$ cat src/rtl/rf_access_arbiter_if.sv
// Requester-side and RF-side signal bundle for rf_access_arbiter.
// slave: the arbiter's view. master: the requesters' and the RF's view.
interface rf_access_arbiter_if #(
    parameter int NUM_REQ = 2,
    parameter int ADDR_W  = 4,
    parameter int DATA_W  = 64
);
    logic [NUM_REQ-1:0]        req_valid;
    logic [NUM_REQ-1:0]        req_write;
    logic [NUM_REQ*ADDR_W-1:0] req_address;
    logic [NUM_REQ*DATA_W-1:0] req_wdata;
    logic [NUM_REQ-1:0]        req_ready;
    logic [NUM_REQ-1:0]        rsp_valid;
    logic [DATA_W-1:0]         rsp_rdata;
    logic                      rsp_invalid;
    logic                      rsp_timeout;
    logic                      busy;
    logic [ADDR_W-1:0]         rf_address;
    logic [DATA_W-1:0]         rf_write_data;
    logic                      rf_read_en;
    logic                      rf_write_en;
    logic [DATA_W-1:0]         rf_read_data;
    logic                      rf_invalid_address;
    logic                      rf_access_complete;

    modport slave (
        input  req_valid, req_write, req_address, req_wdata,
        input  rf_read_data, rf_invalid_address, rf_access_complete,
        output req_ready, rsp_valid, rsp_rdata, rsp_invalid, rsp_timeout, busy,
        output rf_address, rf_write_data, rf_read_en, rf_write_en
    );

    modport master (
        output req_valid, req_write, req_address, req_wdata,
        output rf_read_data, rf_invalid_address, rf_access_complete,
        input  req_ready, rsp_valid, rsp_rdata, rsp_invalid, rsp_timeout, busy,
        input  rf_address, rf_write_data, rf_read_en, rf_write_en
    );
endinterface

$ cat src/rtl/rf_access_arbiter.sv
// Round-robin arbiter for single RF accesses from NUM_REQ requesters.
// One transaction in flight: IDLE (grant) -> ISSUE (strobe) -> WAIT
// (complete or timeout) -> RESP (one-cycle response strobe).
module rf_access_arbiter #(
    parameter int NUM_REQ = 2,
    parameter int ADDR_W  = 4,
    parameter int DATA_W  = 64,
    parameter int TIMEOUT = 16
) (
    input logic                clk_hmc,
    input logic                res_hmc,
    rf_access_arbiter_if.slave bus
);
    localparam int               PTR_W   = $clog2(NUM_REQ);
    localparam logic [PTR_W-1:0] LAST    = PTR_W'(NUM_REQ - 1);
    localparam logic [7:0]       TO_LAST = 8'(TIMEOUT - 1);

    typedef enum logic [1:0] {IDLE, ISSUE, WAIT, RESP} state_t;

    state_t                         state;
    logic [PTR_W-1:0]               rr_ptr;
    logic [PTR_W-1:0]               gnt_idx;
    logic [PTR_W-1:0]               gnt_q;
    logic                           gnt_any;
    logic                           accept;
    logic                           write_q;
    logic [7:0]                     wait_cnt;
    logic [NUM_REQ-1:0][ADDR_W-1:0] addr_a;
    logic [NUM_REQ-1:0][DATA_W-1:0] wdata_a;

    assign addr_a  = bus.req_address;
    assign wdata_a = bus.req_wdata;

    // First pending requester at or above rr_ptr, wrapping at NUM_REQ
    always_comb begin
        gnt_any = 1'b0;
        gnt_idx = '0;
        for (int k = 0; k < NUM_REQ; k++) begin
            int               j;
            logic [PTR_W-1:0] cand;
            j = int'(rr_ptr) + k;
            if (j >= NUM_REQ) j = j - NUM_REQ;
            cand = PTR_W'(j);
            if (!gnt_any && bus.req_valid[cand]) begin
                gnt_any = 1'b1;
                gnt_idx = cand;
            end
        end
    end

    // Acceptance is combinational in IDLE; held low while reset is asserted
    assign accept        = (state == IDLE) && gnt_any;
    assign bus.req_ready = (accept && !res_hmc) ? (NUM_REQ'(1) << gnt_idx) : '0;

    // Transaction sequencer with registered strobes, status and response
    always_ff @(posedge clk_hmc or posedge res_hmc) begin
        if (res_hmc) begin
            state             <= IDLE;
            rr_ptr            <= '0;
            gnt_q             <= '0;
            write_q           <= 1'b0;
            wait_cnt          <= '0;
            bus.busy          <= 1'b0;
            bus.rf_address    <= '0;
            bus.rf_write_data <= '0;
            bus.rf_read_en    <= 1'b0;
            bus.rf_write_en   <= 1'b0;
            bus.rsp_valid     <= '0;
            bus.rsp_rdata     <= '0;
            bus.rsp_invalid   <= 1'b0;
            bus.rsp_timeout   <= 1'b0;
        end else begin
            case (state)
                IDLE: begin
                    if (accept) begin
                        gnt_q             <= gnt_idx;
                        rr_ptr            <= (gnt_idx == LAST) ? '0 : gnt_idx + 1'b1;
                        write_q           <= bus.req_write[gnt_idx];
                        bus.rf_address    <= addr_a[gnt_idx];
                        bus.rf_write_data <= wdata_a[gnt_idx];
                        bus.rf_write_en   <= bus.req_write[gnt_idx];
                        bus.rf_read_en    <= !bus.req_write[gnt_idx];
                        bus.busy          <= 1'b1;
                        state             <= ISSUE;
                    end
                end
                ISSUE: begin
                    bus.rf_write_en <= 1'b0;
                    bus.rf_read_en  <= 1'b0;
                    wait_cnt        <= '0;
                    state           <= WAIT;
                end
                WAIT: begin
                    if (bus.rf_access_complete) begin
                        bus.rsp_valid   <= NUM_REQ'(1) << gnt_q;
                        bus.rsp_invalid <= bus.rf_invalid_address;
                        bus.rsp_rdata   <= (!write_q && !bus.rf_invalid_address)
                                           ? bus.rf_read_data : '0;
                        state           <= RESP;
                    end else if (wait_cnt == TO_LAST) begin
                        bus.rsp_valid   <= NUM_REQ'(1) << gnt_q;
                        bus.rsp_timeout <= 1'b1;
                        bus.rsp_rdata   <= '0;
                        state           <= RESP;
                    end else begin
                        wait_cnt <= wait_cnt + 8'd1;
                    end
                end
                RESP: begin
                    bus.rsp_valid   <= '0;
                    bus.rsp_invalid <= 1'b0;
                    bus.rsp_timeout <= 1'b0;
                    bus.rsp_rdata   <= '0;
                    bus.busy        <= 1'b0;
                    state           <= IDLE;
                end
                default: state <= IDLE;
            endcase
        end
    end
endmodule

$ cat src/flat_wrapper.sv
// flat-port wrapper written by rule: the top's interface ports become plain ports
module rf_access_arbiter_flat 
#(
    parameter int NUM_REQ = 2,
    parameter int ADDR_W  = 4,
    parameter int DATA_W  = 64,
    parameter int TIMEOUT = 16
)
  (clk_hmc, res_hmc, bus_req_valid, bus_req_write, bus_req_address, bus_req_wdata, bus_rf_read_data, bus_rf_invalid_address, bus_rf_access_complete, bus_req_ready, bus_rsp_valid, bus_rsp_rdata, bus_rsp_invalid, bus_rsp_timeout, bus_busy, bus_rf_address, bus_rf_write_data, bus_rf_read_en, bus_rf_write_en);
  rf_access_arbiter_if #(.NUM_REQ(NUM_REQ), .ADDR_W(ADDR_W), .DATA_W(DATA_W)) bus_i ();
  input logic clk_hmc;
  input logic res_hmc;
  input wire logic [$bits(bus_i.req_valid)-1:0] bus_req_valid;
  input wire logic [$bits(bus_i.req_write)-1:0] bus_req_write;
  input wire logic [$bits(bus_i.req_address)-1:0] bus_req_address;
  input wire logic [$bits(bus_i.req_wdata)-1:0] bus_req_wdata;
  input wire logic [$bits(bus_i.rf_read_data)-1:0] bus_rf_read_data;
  input wire logic [$bits(bus_i.rf_invalid_address)-1:0] bus_rf_invalid_address;
  input wire logic [$bits(bus_i.rf_access_complete)-1:0] bus_rf_access_complete;
  output wire logic [$bits(bus_i.req_ready)-1:0] bus_req_ready;
  output wire logic [$bits(bus_i.rsp_valid)-1:0] bus_rsp_valid;
  output wire logic [$bits(bus_i.rsp_rdata)-1:0] bus_rsp_rdata;
  output wire logic [$bits(bus_i.rsp_invalid)-1:0] bus_rsp_invalid;
  output wire logic [$bits(bus_i.rsp_timeout)-1:0] bus_rsp_timeout;
  output wire logic [$bits(bus_i.busy)-1:0] bus_busy;
  output wire logic [$bits(bus_i.rf_address)-1:0] bus_rf_address;
  output wire logic [$bits(bus_i.rf_write_data)-1:0] bus_rf_write_data;
  output wire logic [$bits(bus_i.rf_read_en)-1:0] bus_rf_read_en;
  output wire logic [$bits(bus_i.rf_write_en)-1:0] bus_rf_write_en;
  assign bus_i.req_valid = bus_req_valid;
  assign bus_i.req_write = bus_req_write;
  assign bus_i.req_address = bus_req_address;
  assign bus_i.req_wdata = bus_req_wdata;
  assign bus_i.rf_read_data = bus_rf_read_data;
  assign bus_i.rf_invalid_address = bus_rf_invalid_address;
  assign bus_i.rf_access_complete = bus_rf_access_complete;
  assign bus_req_ready = bus_i.req_ready;
  assign bus_rsp_valid = bus_i.rsp_valid;
  assign bus_rsp_rdata = bus_i.rsp_rdata;
  assign bus_rsp_invalid = bus_i.rsp_invalid;
  assign bus_rsp_timeout = bus_i.rsp_timeout;
  assign bus_busy = bus_i.busy;
  assign bus_rf_address = bus_i.rf_address;
  assign bus_rf_write_data = bus_i.rf_write_data;
  assign bus_rf_read_en = bus_i.rf_read_en;
  assign bus_rf_write_en = bus_i.rf_write_en;
  rf_access_arbiter #(.NUM_REQ(NUM_REQ), .ADDR_W(ADDR_W), .DATA_W(DATA_W), .TIMEOUT(TIMEOUT)) u_core (.clk_hmc(clk_hmc), .res_hmc(res_hmc), .bus(bus_i));
endmodule
$ cat config.mk
export PLATFORM = sky130hd
export DESIGN_NAME = rf_access_arbiter_flat
export DESIGN_NICKNAME = d
export VERILOG_FILES = /design/src/rtl/rf_access_arbiter_if.sv /design/src/rtl/rf_access_arbiter.sv /design/src/flat_wrapper.sv
export SDC_FILE = /design/constraint.sdc
export NUM_CORES = 1
export LEC_CHECK = 0
export CAP_MARGIN = 10
export CORE_AREA = 2 2 137 139
export CTS_BUF_LIST = sky130_fd_sc_hd__clkbuf_16
export CTS_CLUSTER_SIZE = 30
export DETAILED_ROUTE_END_ITERATION = 10
export DIE_AREA = 0 0 139 141
export PLACE_DENSITY_LB_ADDON = 0.2
export SLEW_MARGIN = 20
export SYNTH_ARGS = -nofsm -noshare
export SYNTH_HDL_FRONTEND = slang
export SYNTH_SLANG_ARGS = --single-unit
$ cat constraint.sdc
create_clock -name clk_hmc -period 7.6 [get_ports clk_hmc]
set_clock_uncertainty 0.1 [all_clocks]
set_input_delay 1.14 -clock clk_hmc [delete_from_list [all_inputs] [get_ports clk_hmc]]
set_output_delay 1.14 -clock clk_hmc [all_outputs]
set_load 0.01 [all_outputs]
==> results.md, run 1 <==
* Outcome: finished clean
* Max clock buf depth at 2
* Hold WC Path Type: reg2reg
* Hold-fix buffers, CTS at 0
* Router iterations before antenna repair at 4
* Num rows at 50
* Core area at around 18000 um^2
* Synth-to-layout area growth at 68.50%
* EDFF count, synth at 0
* Non-Filler Instances at 1064
* Synthesized cell area at between 6000 and 7000 um^2
* Per-cell routed wire length at 19.83 um
* CTS tree: done
* Max-Slew Margin vs Limit at 0.4354
* Final Util at 0.5767
* Combinational share of power at 0.447
* Worst-path clk slew at about 60 ps
* DP Cell Count at approximately 1000
* Internal at about 2.6 mW
* Arr. time, crit path at ~3500 ps
* Tightest Pin Transition at 846.8 ps
* Clock Latency Late Sink at just over 400 ps
* Die Y at roughly 140 um
* TritonCTS buffer count at 17
* Fin crit share at 0.6224
* Die area at ~20000 um^2
* Sequential Power Share at 0.337
* Vias/cell at around 5.2
* Worst vdd ir at 0.0003709 V
* Synth Net Count at 695
* Fin nets at between 1000 and 1500
* Hold Vio Cnt, Final at 0
* Primary FF master, synth: dfrtp_1
* Post-CTS Setup Bufs at 0
* Final setup fails at 0
* Power density over the cells at around 360 nW/um^2
* Io pins at about 350
* Largest fanout on the critical path at 70
* Max-cap violations at 0
* Switching share of power at 0.3334
* Fin. max-slew vios at 0
* Pre-CTS setup slack at around 2900 ps
* Ranking of synthesized cells by area: dfrtp_1 (61%), a22o_1 (18%), a21o_1 (8.4%)
* Dpl cell area at between 9000 and 10000 um^2
* Hold Path Stages at 1
* Global Route Usage Sum at 0.2147
* Post-DP HPWL at 15080 um
* CTS resizes at 0
* Total gr overflow at 0
* Yosys top cell area share at 0.6084
* CP Cell Sequence: clkdlybuf4s50_1 -> inv_1 -> a211oi_4 -> buf_4 -> and2_1 -> clkdlybuf4s50_1
* Post-Layout Inst Area at approximately 11000 um^2
* Post-route setup slack at 2869 ps
* Final Critical Period at 4731 ps
* CP startpoint kind: input pin
* Seq cells post-synth at about 150
* FF-to-FF path depth at 7
* H-tree levels at 4
* Post-Syn Instances at 481
* Layout cells sized above 1 at 0.05663
* Unique cell type count in the Yosys netlist at between 40 and 50
* Fmax achieved at approximately 210 MHz
* Sw power at 1.278 mW
* Top-count cell post-synth: dfrtp_1
* Residual DRC at 0
* Clk network pwr share at 0.217
* Sequential area share after synthesis at 0.6084
* Tot Pwr at 3.833 mW
* Post-synth ARST share at 1.000
* Setup_tns at 0 ps
* Chip Width at 139 um
* Synth Warn # at 0
* Top cell by count, worst path: clkdlybuf4s50_1
* Avg Inst Size Synth at around 13 um^2
* Number of antenna-violating nets in the routed design at 0
* Synth top cells by count: dfrtp_1 (152), a22o_1 (132), a21o_1 (70)
* Fillers at 1500
* First-pass GRT wire length at around 33000 um
* Clk root buf: clkbuf_16
* DR vias at ~5500
* Crit-path slowest cell: buf_4
* Initial DRC count at approximately 280
* WL final at between 20000 and 25000 um
* Critical path type: in2out
* IO Port Bufs at 348
* Starting Density at 0.3423
* Area leader, netlist: dfrtp_1
* RSZ-0062 raised after global routing: false
* Slowest stage delay, CP at between 600 and 700 ps
* Vias in the first global route at ~6000
* Initial antenna violation count at 1
* Worst endpoint required time at 6360 ps
* Pin count of the biggest net entering global routing at 86
* Crit. End Element: output pin
* Final Wtd Congestion at 0.8117
* Ant diodes at 0
* CTS sink cnt at 152
* Leak Pwr at 4.900 nW
* Hold_ws at approximately 400 ps
==> placed cells by master (no fill, tap or decap), types with 2 or more instances in the layout <==
cell               n
clkdlybuf4s50_1  348
dfrtp_1          152
a22o_1           132
a21o_1            70
clkbuf_16         17
nand2_1           12
nand3_1            8
o21ai_0            7
inv_1              6
ha_1               6
nor2_1             5
inv_6              5
buf_4              5
a21oi_1            4
a31oi_1            4
clkinvlp_4         4
and2_1             3
nor2b_1            3
nor3_1             3
o21ai_4            2
nor4_4             2
and3_1             2
nor3b_1            2
bufinv_16          2
clkinv_4           2
==> worst max-delay path: cells and delay by family <==
family                 cells  cell delay (ps)
AO/OA/AOI/OAI              1              150
buffers and inverters      4             1890
AND/OR/NAND/NOR            1              230
==> routing by layer <==
metal	part of all wire	wire length (um)	track usage	vias up
met2	0.54	11370	0.3871	212
met3	0.061	1292	0.06522	42
met1	0.37	7831	0.2402	2781
met5	0.00052	11	0	-
met4	0.028	592	0.07921	2
li1	-	-	-	2511
==> state kept, by name (all words and copies together), names as in the netlist <==
name                      flops
u_core.write_q                1
u_core.bus.rf_address         4
u_core.bus.rsp_rdata         64
u_core.bus.rf_write_en        1
u_core.wait_cnt               8
u_core.bus.rsp_invalid        1
u_core.bus.busy               1
u_core.bus.rsp_valid          2
u_core.gnt_q                  1
u_core.bus.rf_read_en         1
u_core.bus.rsp_timeout        1
u_core.state                  2
u_core.bus.rf_write_data     64
u_core.rr_ptr                 1
==> layout make-up <==
cell class | instances | area (um^2) | area share
sequential | 152 | 3804 | 0.3610
clock inverter | 14 | 150.1 | 0.01425
timing repair buffer | 354 | 3532 | 0.3353
tap | 234 | 292.8 | 0.02779
clock buffer | 17 | 425.4 | 0.04038
multi-input combinational | 288 | 2307 | 0.2190
inverter | 5 | 23.77 | 0.002257
==> logic make-up (layout without fill, tap and decap cells) <==
group / after synthesis / after routing / synth area share
and+or+nand+nor: 50 / 50 / 0.04803
AOI/OAI and AO/OA: 228 / 228 / 0.2974
xor gates and xnor gates: 2 / 2 / 0.002802
adders and majority gates: 6 / 6 / 0.01201
buffers and inverters: 41 / 390 / 0.02802
DFF: 152 / 152 / 0.6084
muxes: 2 / 2 / 0.003402
==> path summary, 6_finish.rpt <==
path / slack [ps] / endpoint / start
setup / recovery: 2870 / bus_req_ready[0] / bus_req_valid[0]
hold / removal: 400 / u_core.bus.rsp_rdata[38] / u_core.bus.rsp_rdata[38]
setup reg to reg: 4890 / u_core.bus.rsp_rdata[15] / u_core.state[0]
hold reg to reg: 400 / u_core.bus.rsp_rdata[38] / u_core.bus.rsp_rdata[38]
max in group asynchronous: 5070 / u_core.write_q / res_hmc
min in group asynchronous: 1120 / u_core.bus.rf_read_en / res_hmc
==> power by group through the flow <==
stage               clock, mW  sequential [mW]  combinational [mW]
floorplan                   0             1.40               0.746
global placement            0             1.29                1.68
detailed placement          0             1.29                1.73
CTS                     0.851             1.29                1.73
global route            0.893             1.33                1.84
finish                  0.830             1.29                1.71
No activity file was read; power rests on OpenSTA's default activity.
==> run 2: changes to the inputs <==
--- a/config.mk
+++ b/config.mk
@@ -6,11 +6,11 @@
 export NUM_CORES = 1
 export LEC_CHECK = 0
 export CAP_MARGIN = 10
-export CORE_AREA = 2 2 137 139
+export CORE_AREA = 2 2 134 136
 export CTS_BUF_LIST = sky130_fd_sc_hd__clkbuf_16
 export CTS_CLUSTER_SIZE = 30
 export DETAILED_ROUTE_END_ITERATION = 10
-export DIE_AREA = 0 0 139 141
+export DIE_AREA = 0 0 136 138
 export PLACE_DENSITY_LB_ADDON = 0.2
 export SLEW_MARGIN = 20
 export SYNTH_ARGS = -nofsm -noshare
==> constraint.sdc (replaced) <==
create_clock -name clk_hmc -period 4.5 [get_ports clk_hmc]
set_clock_uncertainty 0.1 [all_clocks]
set_input_delay 0.675 -clock clk_hmc [delete_from_list [all_inputs] [get_ports clk_hmc]]
set_output_delay 0.675 -clock clk_hmc [all_outputs]
set_load 0.01 [all_outputs]
==> results.md, run 2 (synthesis gave the netlist of run 1 again) <==
* Crit. End Element: output pin
* Cell family with most CP delay: buffers and inverters
* Commonest non-fill, non-tap cell in the layout: clkdlybuf4s50_1
* Max-Slew Margin vs Limit at 0.4290
* Die area at between 15000 and 20000 um^2
* Worst-path clk slew at 70 ps
* Largest regs: u_core.bus.rf_write_data: 64 flops, u_core.bus.rsp_rdata: 64 flops, u_core.wait_cnt: 8 flops
* Arr. time, crit path at between 2000 and 3000 ps
* Internal at 4.327 mW
* Num rows at a little under 50
* Max-cap violations at 0
* Switching share of power at 0.3338
* Die Y at approximately 140 um
* CP startpoint kind: input pin
* DR vias at around 5500
* Starting Density at 0.3566
* Setup_tns at 0 ps
* Residual DRC at 0
* Outcome: finished clean
* Global Route Usage Sum at 0.2224
* Final setup fails at 0
* Commonest non-fill, non-tap cells in the layout: clkdlybuf4s50_1 (348), dfrtp_1 (152), a22o_1 (132), a21o_1 (70), clkbuf_16 (17)
* IO Port Bufs at roughly 350
* Power density over the cells at approximately 620 nW/um^2
* Io pins at ~350
* Chip Width at 136 um
* Ant diodes at 0
* DP Cell Count at approximately 1000
* Vias/cell at 5.185
* Initial DRC count at between 200 and 300
* Slowest stage delay, CP at 530 ps
* Router iterations before antenna repair at 4
* Tightest Pin Transition at about 860 ps
* Number of antenna-violating nets in the routed design at 0
* Sw power at between 2 and 2.5 mW
* CTS resizes at 0
* CP Cell Sequence: clkdlybuf4s50_1 -> clkinvlp_4 -> and2_1 -> clkdlybuf4s50_1
* WL final at ~21000 um
* TritonCTS buffer count at 17
* Worst vdd ir at around 0.00055 V
* Largest fanout on the critical path at 27
* Post-DP HPWL at 14590 um
* Clock Latency Late Sink at ~410 ps
* Critical path type: in2out
* Layout cells sized above 1 at 0.06010
* Final Critical Period at roughly 3300 ps
* Per-cell routed wire length at 19.37 um
* Hold-fix buffers, CTS at 0
* H-tree levels at 4
* Vias in the first global route at between 6000 and 7000
* Top cell by count, worst path: clkdlybuf4s50_1
* Hold WC Path Type: reg2reg
* RSZ-0062 raised after global routing: false
* Total gr overflow at 0
* Non-Filler Instances at approximately 1100
* Fin. max-slew vios at 0
* Core area at about 18000 um^2
* First-pass GRT wire length at approximately 33000 um
* Leak Pwr at between 4 and 5 nW
* Fmax achieved at between 300 and 400 MHz
* Fin nets at approximately 1000
* Post-CTS Setup Bufs at 0
* Fin crit share at 0.7312
* Pin count of the biggest net entering global routing at 74
* Max clock buf depth at 2
* Worst endpoint required time at 3720 ps
* Clk root buf: clkbuf_16
* Synth-to-layout area growth at 68.72%
* Final Wtd Congestion at 0.8777
* Initial antenna violation count at 0
* Buf+Inv Stages, Crit Path at 3
* Crit-path slowest cell: clkdlybuf4s50_1
* CTS tree: done
* Sequential Power Share at 0.334
* CTS sink cnt at approximately 150
* Hold Vio Cnt, Final at 0
* Clk network pwr share at 0.221
* Combinational share of power at 0.445
run 2: changes by cell type in the layout (fill, tap and decap cells not counted), sizes merged:
| cell | previous run | this run |
|---|---|---|
| buf | 6 | 7 |
| clkinv | 2 | 1 |
| clkinvlp | 4 | 6 |
run 2: worst paths after layout:
path	start	to	slack, ps	depth (start not counted)
worst max-delay path	res_hmc	bus_req_ready[0]	1210	4
worst min-delay path	u_core.bus.rsp_rdata[52]	u_core.bus.rsp_rdata[52]	400	1
worst max register to register	u_core.state[0]	u_core.bus.rsp_rdata[48]	1770	7
worst min register to register	u_core.bus.rsp_rdata[52]	u_core.bus.rsp_rdata[52]	400	1
max in group asynchronous	res_hmc	u_core.bus.rf_write_data[17]	2470	3
min in group asynchronous	res_hmc	u_core.bus.rsp_rdata[59]	600	2
run 2: layout make-up:
class / instances / area [um^2]
clock buffer: 17 / 425.4
timing repair buffer: 355 / 3536
clock inverter: 15 / 167.7
multi-input combinational: 288 / 2307
fill: 1415 / 6985
tap: 229 / 286.5
inverter: 5 / 22.52
sequential: 152 / 3804
run 2: metal layers:
layer | vias to the layer above | global-route usage | share of wire
met5 | - | 0 | 0
met4 | 0 | 0.09868 | 0.034
met3 | 43 | 0.05867 | 0.057
met2 | 195 | 0.3742 | 0.51
met1 | 2746 | 0.2661 | 0.40
li1 | 2517 | - | -
run 2: power by group through the flow:
stage	Clock (mW)	Sequential [mW]	Combinational [mW]
6_report	1.44	2.17	2.89
5_1_grt	1.53	2.23	3.10
4_1_cts	1.47	2.17	2.92
3_5_place_dp	0	2.18	2.90
3_3_place_gp	0	2.16	2.84
2_1_floorplan	0	2.36	1.26
run 2: per-stage QoR:
stage | setup WS, ps | hold WS [ps] | cell area [um^2] | total power, mW | util
6_report | 1210 | 398.3 | 10550 | 6.496 | 0.6016
5_1_grt | 1042 | 417.3 | 10550 | 6.869 | 0.6016
4_1_cts | 1141 | 402.8 | 10550 | 6.557 | 0.6016
3_5_place_dp | 1144 | 381.1 | 9956 | 5.079 | 0.5678
3_3_place_gp | 1204 | 378.6 | 9956 | 5.002 | 0.5678
2_1_floorplan | 378.7 | 367.9 | 6256 | 3.618 | -
run 2: worst register-to-register path, delay by kind of cell (launching register included):
family                   cells  cell delay [ps]
AND/OR/NAND/NOR              1              280
adder cells (fa/ha/maj)      1              540
flip-flops                   1              410
buffers and inverters        2              630
AO/OA/AOI/OAI                3              720
==> run 3: changes to the inputs <==
--- a/config.mk
+++ b/config.mk
@@ -6,11 +6,11 @@
 export NUM_CORES = 1
 export LEC_CHECK = 0
 export CAP_MARGIN = 10
-export CORE_AREA = 2 2 134 136
+export CORE_MARGIN = 2
+export CORE_UTILIZATION = 35
 export CTS_BUF_LIST = sky130_fd_sc_hd__clkbuf_16
 export CTS_CLUSTER_SIZE = 30
 export DETAILED_ROUTE_END_ITERATION = 10
-export DIE_AREA = 0 0 136 138
 export PLACE_DENSITY_LB_ADDON = 0.2
 export SLEW_MARGIN = 20
 export SYNTH_ARGS = -nofsm -noshare
==> constraint.sdc (replaced) <==
create_clock -name clk_hmc -period 2.6 [get_ports clk_hmc]
set_clock_uncertainty 0.1 [all_clocks]
set_input_delay 0.39 -clock clk_hmc [delete_from_list [all_inputs] [get_ports clk_hmc]]
set_output_delay 0.39 -clock clk_hmc [all_outputs]
set_load 0.01 [all_outputs]
==> results.md, run 3 (synthesis gave the netlist of run 1 again) <==
* Final Critical Period at roughly 2400 ps
* Final Util at 0.6117
* Combinational share of power at 0.459
* RSZ-0062 raised after global routing: false
* Num rows at 48
* Hold-fix buffers, CTS at 0
* Outcome: finished clean
* CP startpoint kind: register
* Clk network pwr share at 0.207
* Starting Density at 0.3602
* Final setup fails at 0
* Fin crit share at 0.9249
* Hold Path Stages at 1
* Hold Vio Cnt, Final at 0
* TritonCTS buffer count at 17
* Global Route Usage Sum at 0.2233
* IO Port Bufs at roughly 350
* Slowest stage delay, CP at between 400 and 500 ps
* Synth-to-layout area growth at 69.80%
* Commonest non-fill, non-tap cells in the layout: clkdlybuf4s50_1 (346), dfrtp_1 (152), a22o_1 (132), a21o_1 (70), clkbuf_16 (17)
* Hold_ws at between 300 and 400 ps
* CP Cell Sequence: inv_1 -> ha_1 -> inv_1 -> a211oi_4 -> and2_1 -> clkdlybuf4s15_1
* Core area at around 17000 um^2
* H-tree levels at 4
* Total gr overflow at 0
* Worst path depth at 6
* Cell family with most CP delay: buffers and inverters
* Vias in the first global route at roughly 5900
* Post-DP HPWL at 15380 um
* CTS sink cnt at about 150
* Worst endpoint required time at ~2100 ps
* Sequential Power Share at 0.334
* Max-cap violations at 0
* Router iterations before antenna repair at 4
* DR vias at approximately 5500
* Largest regs: u_core.bus.rf_write_data: 64 flops, u_core.bus.rsp_rdata: 64 flops, u_core.wait_cnt: 8 flops
* Tot Pwr at around 11 mW
* Residual DRC at 0
* Clk root buf: clkbuf_16
* Crit-path slowest cell: dfrtp_1
* Pin count of the biggest net entering global routing at 153
* Ant diodes at 0
* Max-Slew Margin vs Limit at 0.4380
* Post-CTS Setup Bufs at 0
* Initial DRC count at between 200 and 300
* Worst-path clk slew at approximately 60 ps
* Io pins at around 350
* Layout cells sized above 1 at 0.06555
* Sw power at roughly 3.8 mW
* Leak Pwr at approximately 5.0 nW
* Commonest non-fill, non-tap cell in the layout: clkdlybuf4s50_1
* Switching share of power at 0.3355
* Arr. time, crit path at roughly 1900 ps
* Fin. max-slew vios at 0
* Max clock buf depth at 2
* WL final at approximately 21000 um
* Clock Latency Late Sink at around 420 ps
* Post-Layout Inst Area at around 11000 um^2
* Per-cell routed wire length at roughly 20 um
* Dpl cell area at 10070 um^2
* Setup_tns at 0 ps
* CTS tree: done
* Largest fanout on the critical path at 4
* Crit. End Element: output pin
* Fmax achieved at around 420 MHz
* Power density over the cells at between 1000 and 1500 nW/um^2
* FF-to-FF path depth at 7
* Buf+Inv Stages, Crit Path at 3
* Number of antenna-violating nets in the routed design at 0
* Vias/cell at 5.163
* Tightest Pin Transition at between 800 and 900 ps
* Top cell by count, worst path: inv_1
* Initial antenna violation count at 0
* Die Y at 137.7 um
* Hold WC Path Type: reg2reg
* Chip Width at between 100 and 150 um
* Worst vdd ir at slightly above 0.0008 V
* Critical path type: reg2out
* First-pass GRT wire length at approximately 32000 um
* Final Wtd Congestion at slightly above 0.8
* Internal at around 7.5 mW
* Die area at around 19000 um^2
* Fin nets at roughly 1000
-- run 3: changes by cell type in the layout (fill, tap and decap cells not counted), sizes merged --
cell,before,now
bufinv,2,1
clkinvlp,6,4
dlygate4sd2,0,1
clkdlybuf4s15,0,1
buf,7,14
clkinv,1,5
inv,11,10
clkdlybuf4s50,348,346
-- run 3: power groups by stage --
stage	Clock (mW)	Sequential [mW]	Combinational, mW
floorplan	0	4.08	2.18
global placement	0	3.74	5.09
detailed placement	0	3.78	5.21
CTS	2.38	3.76	5.24
global route	2.50	3.87	5.53
finish	2.33	3.76	5.16
-- run 3: layer usage --
layer / part of all wire / wire length (um) / GRT usage / vias to the layer above
met2: 0.52 / 11190 / 0.3823 / 195
met1: 0.39 / 8314 / 0.2636 / 2740
met4: 0.030 / 651 / 0.08877 / 0
met5: 0 / 0 / 0 / -
li1: - / - / - / 2520
met3: 0.061 / 1314 / 0.06512 / 38
-- run 3: worst register-to-register path, delay by kind of cell, from the launching register on --
kind / cells / cell delay, ps
adders and majority gates: 1 / 190
buffers and inverters: 3 / 860
AOI/OAI and AO/OA: 3 / 630
DFF: 1 / 420
-- run 3: through the flow --
| step | cells | worst slack, ps |
|---|---|---|
| 2_1_floorplan | 481 | -951.3 |
| 5_1_grt | 1064 | 6.405 |
| 6_report | 1064 | 195.3 |
| 4_1_cts | 1064 | 111.1 |
| 3_3_place_gp | 1032 | 119.2 |
| 3_5_place_dp | 1032 | 143.3 |
-- run 3: path summary, 6_finish.rpt --
path / from / end / slack, ps
min reg2reg: u_core.bus.rsp_rdata[28] / u_core.bus.rsp_rdata[28] / 400
min: u_core.bus.rsp_rdata[28] / u_core.bus.rsp_rdata[28] / 400
min in group asynchronous: res_hmc / u_core.bus.rf_write_data[23] / 500
max in group asynchronous: res_hmc / u_core.bus.rf_write_data[41] / 1250
max: u_core.state[0] / bus_req_ready[0] / 200
max reg2reg: u_core.state[0] / u_core.bus.rf_address[0] / 350
-- run 3: timing repair --
action                                  in CTS  in global routing
hold endpoints to repair                     0                  0
endpoints found under the setup margin       2                  1
cloned                                       0                  0
resized for setup                            2                  1
-- run 3: area by class of cell --
type                       instances  area, um^2
inverter                           5       22.52
sequential                       152        3804
timing repair buffer             362        3650
clock inverter                    15       126.4
clock buffer                      17       425.4
multi-input combinational        288        2307
tap                              225       281.5
fill                            1410        6740
